File: src/rtl/life_rule_cell.sv
// Single-cell Game-of-Life rule evaluator.
// Combinational next state and neighbour count, a one-cycle registered copy,
// and saturating birth/death statistics for the current generation.
module life_rule_cell #(
  parameter logic [8:0] BIRTH_MASK   = 9'b0_0000_1000,
  parameter logic [8:0] SURVIVE_MASK = 9'b0_0000_1100,
  parameter int         CNT_WIDTH    = 24
) (
  input  logic                 clk,
  input  logic                 rst,
  input  logic [8:0]           status,
  input  logic                 in_valid,
  input  logic                 stat_clr,
  output logic                 live,
  output logic [3:0]           neighbor_cnt,
  output logic                 live_q,
  output logic [3:0]           cnt_q,
  output logic                 out_valid,
  output logic [CNT_WIDTH-1:0] birth_cnt,
  output logic [CNT_WIDTH-1:0] death_cnt
);

  localparam int STAGES = 1;

  // Masks widened to the full 4-bit index range so an index above 8 can
  // never select an undefined bit.
  localparam logic [15:0] BIRTH_EXT   = {7'b0, BIRTH_MASK};
  localparam logic [15:0] SURVIVE_EXT = {7'b0, SURVIVE_MASK};

  logic [STAGES:0] vld_pipe;
  logic            centre;
  logic            is_birth;
  logic            is_death;

  assign centre = status[0];

  // Popcount of the eight neighbours; the centre bit is never counted.
  always_comb begin
    neighbor_cnt = 4'd0;
    for (int i = 1; i < 9; i++) begin
      neighbor_cnt = neighbor_cnt + {3'b000, status[i]};
    end
  end

  // Rule lookup: survive table for a live centre, birth table for a dead one.
  always_comb begin
    live = centre ? SURVIVE_EXT[neighbor_cnt] : BIRTH_EXT[neighbor_cnt];
  end

  assign is_birth = in_valid & ~centre &  live;
  assign is_death = in_valid &  centre & ~live;

  // Valid shift register: stage 0 is the live input, top stage is out_valid.
  assign vld_pipe[0] = in_valid;
  assign out_valid   = vld_pipe[STAGES];

  // Valid pipeline; a reset drops anything in flight.
  always_ff @(posedge clk or posedge rst) begin
    if (rst) vld_pipe[STAGES:1] <= '0;
    else     vld_pipe[STAGES:1] <= vld_pipe[STAGES-1:0];
  end

  // Result register, loaded only on accepted evaluations and held otherwise.
  always_ff @(posedge clk or posedge rst) begin
    if (rst) begin
      live_q <= 1'b0;
      cnt_q  <= 4'd0;
    end else if (in_valid) begin
      live_q <= live;
      cnt_q  <= neighbor_cnt;
    end
  end

  // Birth counter: clear has priority, then saturating increment.
  always_ff @(posedge clk or posedge rst) begin
    if (rst)                               birth_cnt <= '0;
    else if (stat_clr)                     birth_cnt <= '0;
    else if (is_birth && birth_cnt != '1)  birth_cnt <= birth_cnt + 1'b1;
  end

  // Death counter: clear has priority, then saturating increment.
  always_ff @(posedge clk or posedge rst) begin
    if (rst)                               death_cnt <= '0;
    else if (stat_clr)                     death_cnt <= '0;
    else if (is_death && death_cnt != '1)  death_cnt <= death_cnt + 1'b1;
  end

endmodule

File: config.mk
export PLATFORM = sky130hd
export DESIGN_NAME = life_rule_cell
export DESIGN_NICKNAME = d
export VERILOG_FILES = /design/src/rtl/life_rule_cell.sv
export SDC_FILE = /design/constraint.sdc
export NUM_CORES = 1
export LEC_CHECK = 0
export BUFFER_PORTS_ARGS = -buffer_cell sky130_fd_sc_hd__buf_2
export CAP_MARGIN = 40
export CORE_ASPECT_RATIO = 0.75
export CORE_MARGIN = 2
export CORE_UTILIZATION = 54
export DETAILED_ROUTE_END_ITERATION = 8
export MAX_ROUTING_LAYER = met4
export PLACE_DENSITY_LB_ADDON = 0.12
export RECOVER_POWER = 50
export SLEW_MARGIN = 10
export SYNTH_ARGS = -nofsm -noshare
export SYNTH_HDL_FRONTEND = slang
export SYNTH_SLANG_ARGS = --single-unit
File: constraint.sdc
create_clock -name clk -period 6.54 [get_ports clk]
set_input_delay 1.308 -clock clk [delete_from_list [all_inputs] [get_ports clk]]
set_output_delay 1.308 -clock clk [all_outputs]
set_load 0.02 [all_outputs]
After elaboration in Yosys (flattened, before gate mapping)
Memory sizes are Yosys's and may differ from the RTL's. Index checks and enable logic that the tools add are counted.

Register bits: 54. Memory bits (read-only): 32. Input port bits: 13. Output and inout bits: 59. Word-level logic and storage cells: 36. Memories: 2.

$add $sub $neg: 9. Order comparisons: 1. Equal/unequal tests: 2. Muxes and demuxes: 7. Bitwise logic cells: 6. Reduce and logical (&&, ||, !) cells: 4.

Memory list: (no name shown) (depth 16, width 1, rd ports 1, clocked after Yosys merged registers in 0, write ports 0, line 47) `live = centre ? SURVIVE_EXT[neighbor_cnt] : BIRTH_EXT[neighbor_cnt];`; (no name shown) (depth 16, width 1, rd ports 1, clocked after Yosys merged registers in 0, write ports 0, line 47).

Operators by type and width (count): two-way mux 24 bit (4); adder 24 x 1 -> 24 bit, second input constant (2); inequality test 24 bit, second input constant (2); adder 4 x 1 -> 4 bit (4); < comparator 4 x 5 -> 1 bit, second input constant (1); adder 3 x 1 -> 4 bit (1); bitwise AND 1 bit (4); nonzero test 2 bit (2); adder 2 x 1 -> 3 bit (1); two-way mux 1 bit (3); adder 1 x 1 -> 2 bit (1); logical AND 1 bit (2); inverter 1 bit (2).

Depth between registers and ports, before layout
Depth in word-level cells: 15. Gate-level depth with buffers: 14. Depth with buffers taken out: 12.

Worst setup path before layout
OpenSTA, ideal clock, no wires.

Kind: input-to-output. Start: input status[1]. End: output live. Arrival time: 4.376 ns. Data required time: 5.232 ns. Setup slack: 0.856 ns. Cell stages on the path: 10. Buffers on the path: 0. Cells stage by stage: inv_1 > fa_1 > fa_1 > fa_1 > inv_1 > ha_1 > fa_1 > nor3b_1 > a21o_1 > o21a_1.

Cells in the longest elaborated chain, start to end: 10. Elaborated cells between the ends (all ways): 12. Those cells by class: add/sub (7); mux (3); memory (2).

RTL lines: start, declared (line 11) `input logic [8:0] status,`; adder 1 x 1 -> 2 bit * (line 41) `neighbor_cnt = neighbor_cnt + {3'b000, status[i]};`; adder 2 x 1 -> 3 bit * (line 41); adder 3 x 1 -> 4 bit * (line 41); adder 4 x 1 -> 4 bit * (4 in a row) (line 41); net neighbor_cnt[1] (line 15) `output logic [3:0] neighbor_cnt,`; memory read (16 x 1 bit); two-way mux 1 bit (implied by the code) (line 47); two-way mux 1 bit * (line 47); end, declared (line 14) `output logic live,`.

The timed path passes the listed nets; every way through them passes the cells marked *. The select of a mux whose other input is x is not followed.

Final worst setup path
Start: input status[1]. End: output live.

Cells in the longest elaborated chain, start to end: 10. Elaborated cells between the ends (all ways): 12. Those cells by class: add/sub (7); mux (3); memory (2).

RTL lines (line): adder 1 x 1 -> 2 bit * (41); adder 2 x 1 -> 3 bit * (41); adder 3 x 1 -> 4 bit * (41); adder 4 x 1 -> 4 bit * (4 in a row) (41); memory read (16 x 1 bit); two-way mux 1 bit (implied by the code) (47); two-way mux 1 bit * (47).

Every way passes the cells marked *; elsewhere a longest branch is shown, timed or not. The select of a mux whose other input is x is not followed.

==> flow_metrics.tcl <==
set metrics [dict create \
    cts_buffer_depth 2 \
    initial_core_util 0.550 \
    dp_hpwl_um 4950 \
    grt_max_degree 55 \
    worstPathArrival_ps 4580 \
    io_pins 72 \
    hold_depth 1 \
    cts_made_buffers 5 \
    cts.sinks 54 \
    p_seq_frac 0.484 \
    antenna_cells 0 \
    worst_hold_slack_ps 517 \
    cp_cell_sequence "buf_2, inv_1, fa_1, fa_1, fa_1, inv_1, ha_1, fa_1, nor3b_1, a21o_1, o21a_1, buf_2" \
    hold_class "reg2reg" \
    grt_pass1_wl_um 11800 \
    ff2ff_path_depth 6 \
    cts_tree "yes" \
    yosys_warnings 0 \
    status "complete, but fails checks" \
    die-height_um 70.0 \
    synthFlopType "dfrtp_1" \
    finalClockSkew_ps 11.2 \
    cp_slowest_cell "fa_1" \
    place_area_um2 3550 \
    die_width_um 92.0 \
    post-cts-setup-buffers 0 \
    dp_slack_ps 641 \
    hold_end "cnt_q[1]" \
    power.leakage_nw 1.51 \
    r2r-end "death_cnt[14]" \
    max_freq_mhz 170 \
    gp_congestion 0.865 \
    pwr-share-comb 0.215 \
    switching_power_mw 0.223 \
    rows 24 \
    post-route-period-util 0.901 \
    die_area_um2 6450 \
    synth_area_um2 3140 \
    portBuffers 71 \
    swShare 0.303 \
    fin_crit_ps 5890 \
    power_density_nw_per_um2 204 \
    critPathCaptureType "primary output" \
    synthCells 326 \
    drive_gt1_frac 0.197 \
    first_pass_iters 4 \
    yosysUniqueCellTypes 52 \
    rsz0062_at_grt "no" \
    wl_per_cell_um 14.7 \
    crit_type "in2out" \
    ir_drop_v 0.000115 \
    final.setup.tns_ps 0 \
    viasPerCell 5.81 \
    internal_power_mw 0.514 \
    hold_buffers 0 \
    setup_viol_count_final 0 \
    clkTransAtPathRegs_ps 90 \
    ys_ff_latch 54 \
    design_area_um2 3610 \
    startpoint_type "primary input" \
    vias 2747 \
    cp_slowest_stage_delay_ps 560 \
    post_cts_resized 0 \
    first_global_vias 2502 \
    drc 0 \
    worst_slew_pin_slew_ps 2870 \
    critPathRequiredTime_ps 5230 \
    fin_ws_ps 647 \
    timing.rr.start "death_cnt[0]" \
    violations "max-capacitance violations, max-slew violations" \
    pwr-share-clk 0.301 \
    root_buffer "clkbuf_8" \
    synth_area_per_cell_um2 9.63 \
    max_slew_margin -0.916 \
    slew_viol_final 55 \
    cp_common_cell "fa_1" \
    clock_latency_ps 310 \
    drt-initial-drc-count 148 \
    wl_um 6940 \
    h-tree-depth 2 \
    hp-start "cnt_q[1]" \
    ant_nets 0 \
    drv_cap 1 \
    antenna_found_initial 0 \
    grt-ovfl-total 0 \
    ys_async_sr_fraction 1.00 \
    r2r_setup_slack_ps 3660 \
    syn_nets 348 \
    syn2layout_area_growth_pct 15.1 \
    synth_edf_count 0 \
    ys_seq_area_frac 0.430 \
    cp_max_fo 5 \
    hold_viol_final 0 \
    core_area_um2 5710 \
    grt_use_total 0.230 \
    nets 416 \
]
critical path, delay by kind of cell:
| family | cells | cell delay [ps] |
|---|---|---|
| simple gates | 1 | 270 |
| buf+inv | 4 | 330 |
| fa+ha+maj | 5 | 2250 |
| compound gates | 2 | 420 |
registers in the layout, indices dropped and copies added (netlist names):
register and flops:
out_valid 1, death_cnt 24, birth_cnt 24, live_q 1
cnt_q 4
metrics by stage:
| stage | total power [mW] | cells | utilization |
|---|---|---|---|
| after global routing | 0.775 | 473 | 0.633 |
| after CTS | 0.749 | 473 | 0.640 |
| after detailed placement | 0.527 | 465 | 0.622 |
| after global placement | 0.519 | 464 | 0.617 |
| final | 0.737 | 473 | 0.633 |
| after floorplan | 0.480 | 326 | - |
synth_stat cells, drive strengths merged (2+ instances only):
cell | count | share of area
nand3 | 16 | 0.029
and4 | 2 | 0.0056
dfrtp | 54 | 0.43
nor4 | 4 | 0.010
mux2 | 9 | 0.032
ha | 5 | 0.020
fa | 4 | 0.026
or2 | 4 | 0.0080
xnor2 | 7 | 0.020
or4 | 19 | 0.048
a21o | 2 | 0.0048
or3 | 12 | 0.026
mux2i | 3 | 0.0096
a211oi | 4 | 0.0096
nand2 | 16 | 0.019
a21oi | 30 | 0.048
o31ai | 17 | 0.041
nor2 | 24 | 0.029
and3 | 3 | 0.0060
nor2b | 5 | 0.010
buf | 7 | 0.019
inv | 20 | 0.024
xor2 | 4 | 0.011
nand4 | 15 | 0.030
o21ai | 12 | 0.019
nor3b | 2 | 0.0048
nor3 | 5 | 0.0080
clkbuf | 5 | 0.0060
area by class of cell:
type	count	area, um^2
Inverter	20	75.1
Multi-Input combinational cell	239	1630
Clock buffer	7	76.3
Fill cell	518	2090
Sequential cell	54	1350
Timing Repair Buffer	74	358
Tap cell	78	97.6
Clock inverter	1	30.0
routing by layer:
metal	global-route usage	wire length (um)	up-vias
li1	-	-	1345
met1	0.331	3450	1332
met2	0.350	3100	68
met3	0.0421	368	2
met4	0.0365	17	0
met5	-	0	-
kinds of logic after synthesis:
kind of cell	synth area share
fa+ha+maj	0.0454
simple gates	0.248
compound gates	0.151
mux	0.0419
buf+inv	0.0518
flops	0.430
xor+xnor	0.0307
placed cells by master, fill, tap and decap left out, drive strengths merged, types with 2 or more instances in the layout:
master,netlist,routed
or3,12,12
xnor2,7,7
nand2,16,16
dfrtp,54,54
o31ai,17,17
a211oi,4,4
or4,19,19
nor4,4,4
a21oi,30,30
buf,7,44
o21ai,12,12
nor2,24,24
mux2,9,9
fa,4,4
ha,5,5
or2,4,4
a21o,2,2
nor3b,2,2
and3,3,3
nor2b,5,5
and4,2,2
inv,20,20
nor3,5,5
nand4,15,15
xor2,4,4
mux2i,3,3
nand3,16,16
clkbuf,5,37
worst max path at each step:
stage          startpoint    to  slack [ps]  cells after the start
2_1_floorplan   status[1]  live         860                     10
3_3_place_gp    status[1]  live         770                     12
3_5_place_dp    status[1]  live         640                     12
4_1_cts         status[1]  live         640                     12
5_1_grt         status[1]  live         420                     12
6_report        status[1]  live         650                     12
power groups by stage:
stage	Clock (mW)	Combinational [mW]	Sequential, mW
floorplan	0	0.100	0.379
global placement	0	0.156	0.363
detailed placement	0	0.164	0.363
CTS	0.229	0.164	0.356
global route	0.240	0.176	0.359
finish	0.222	0.159	0.357
Note: power is estimated with default switching activity, not from simulation.
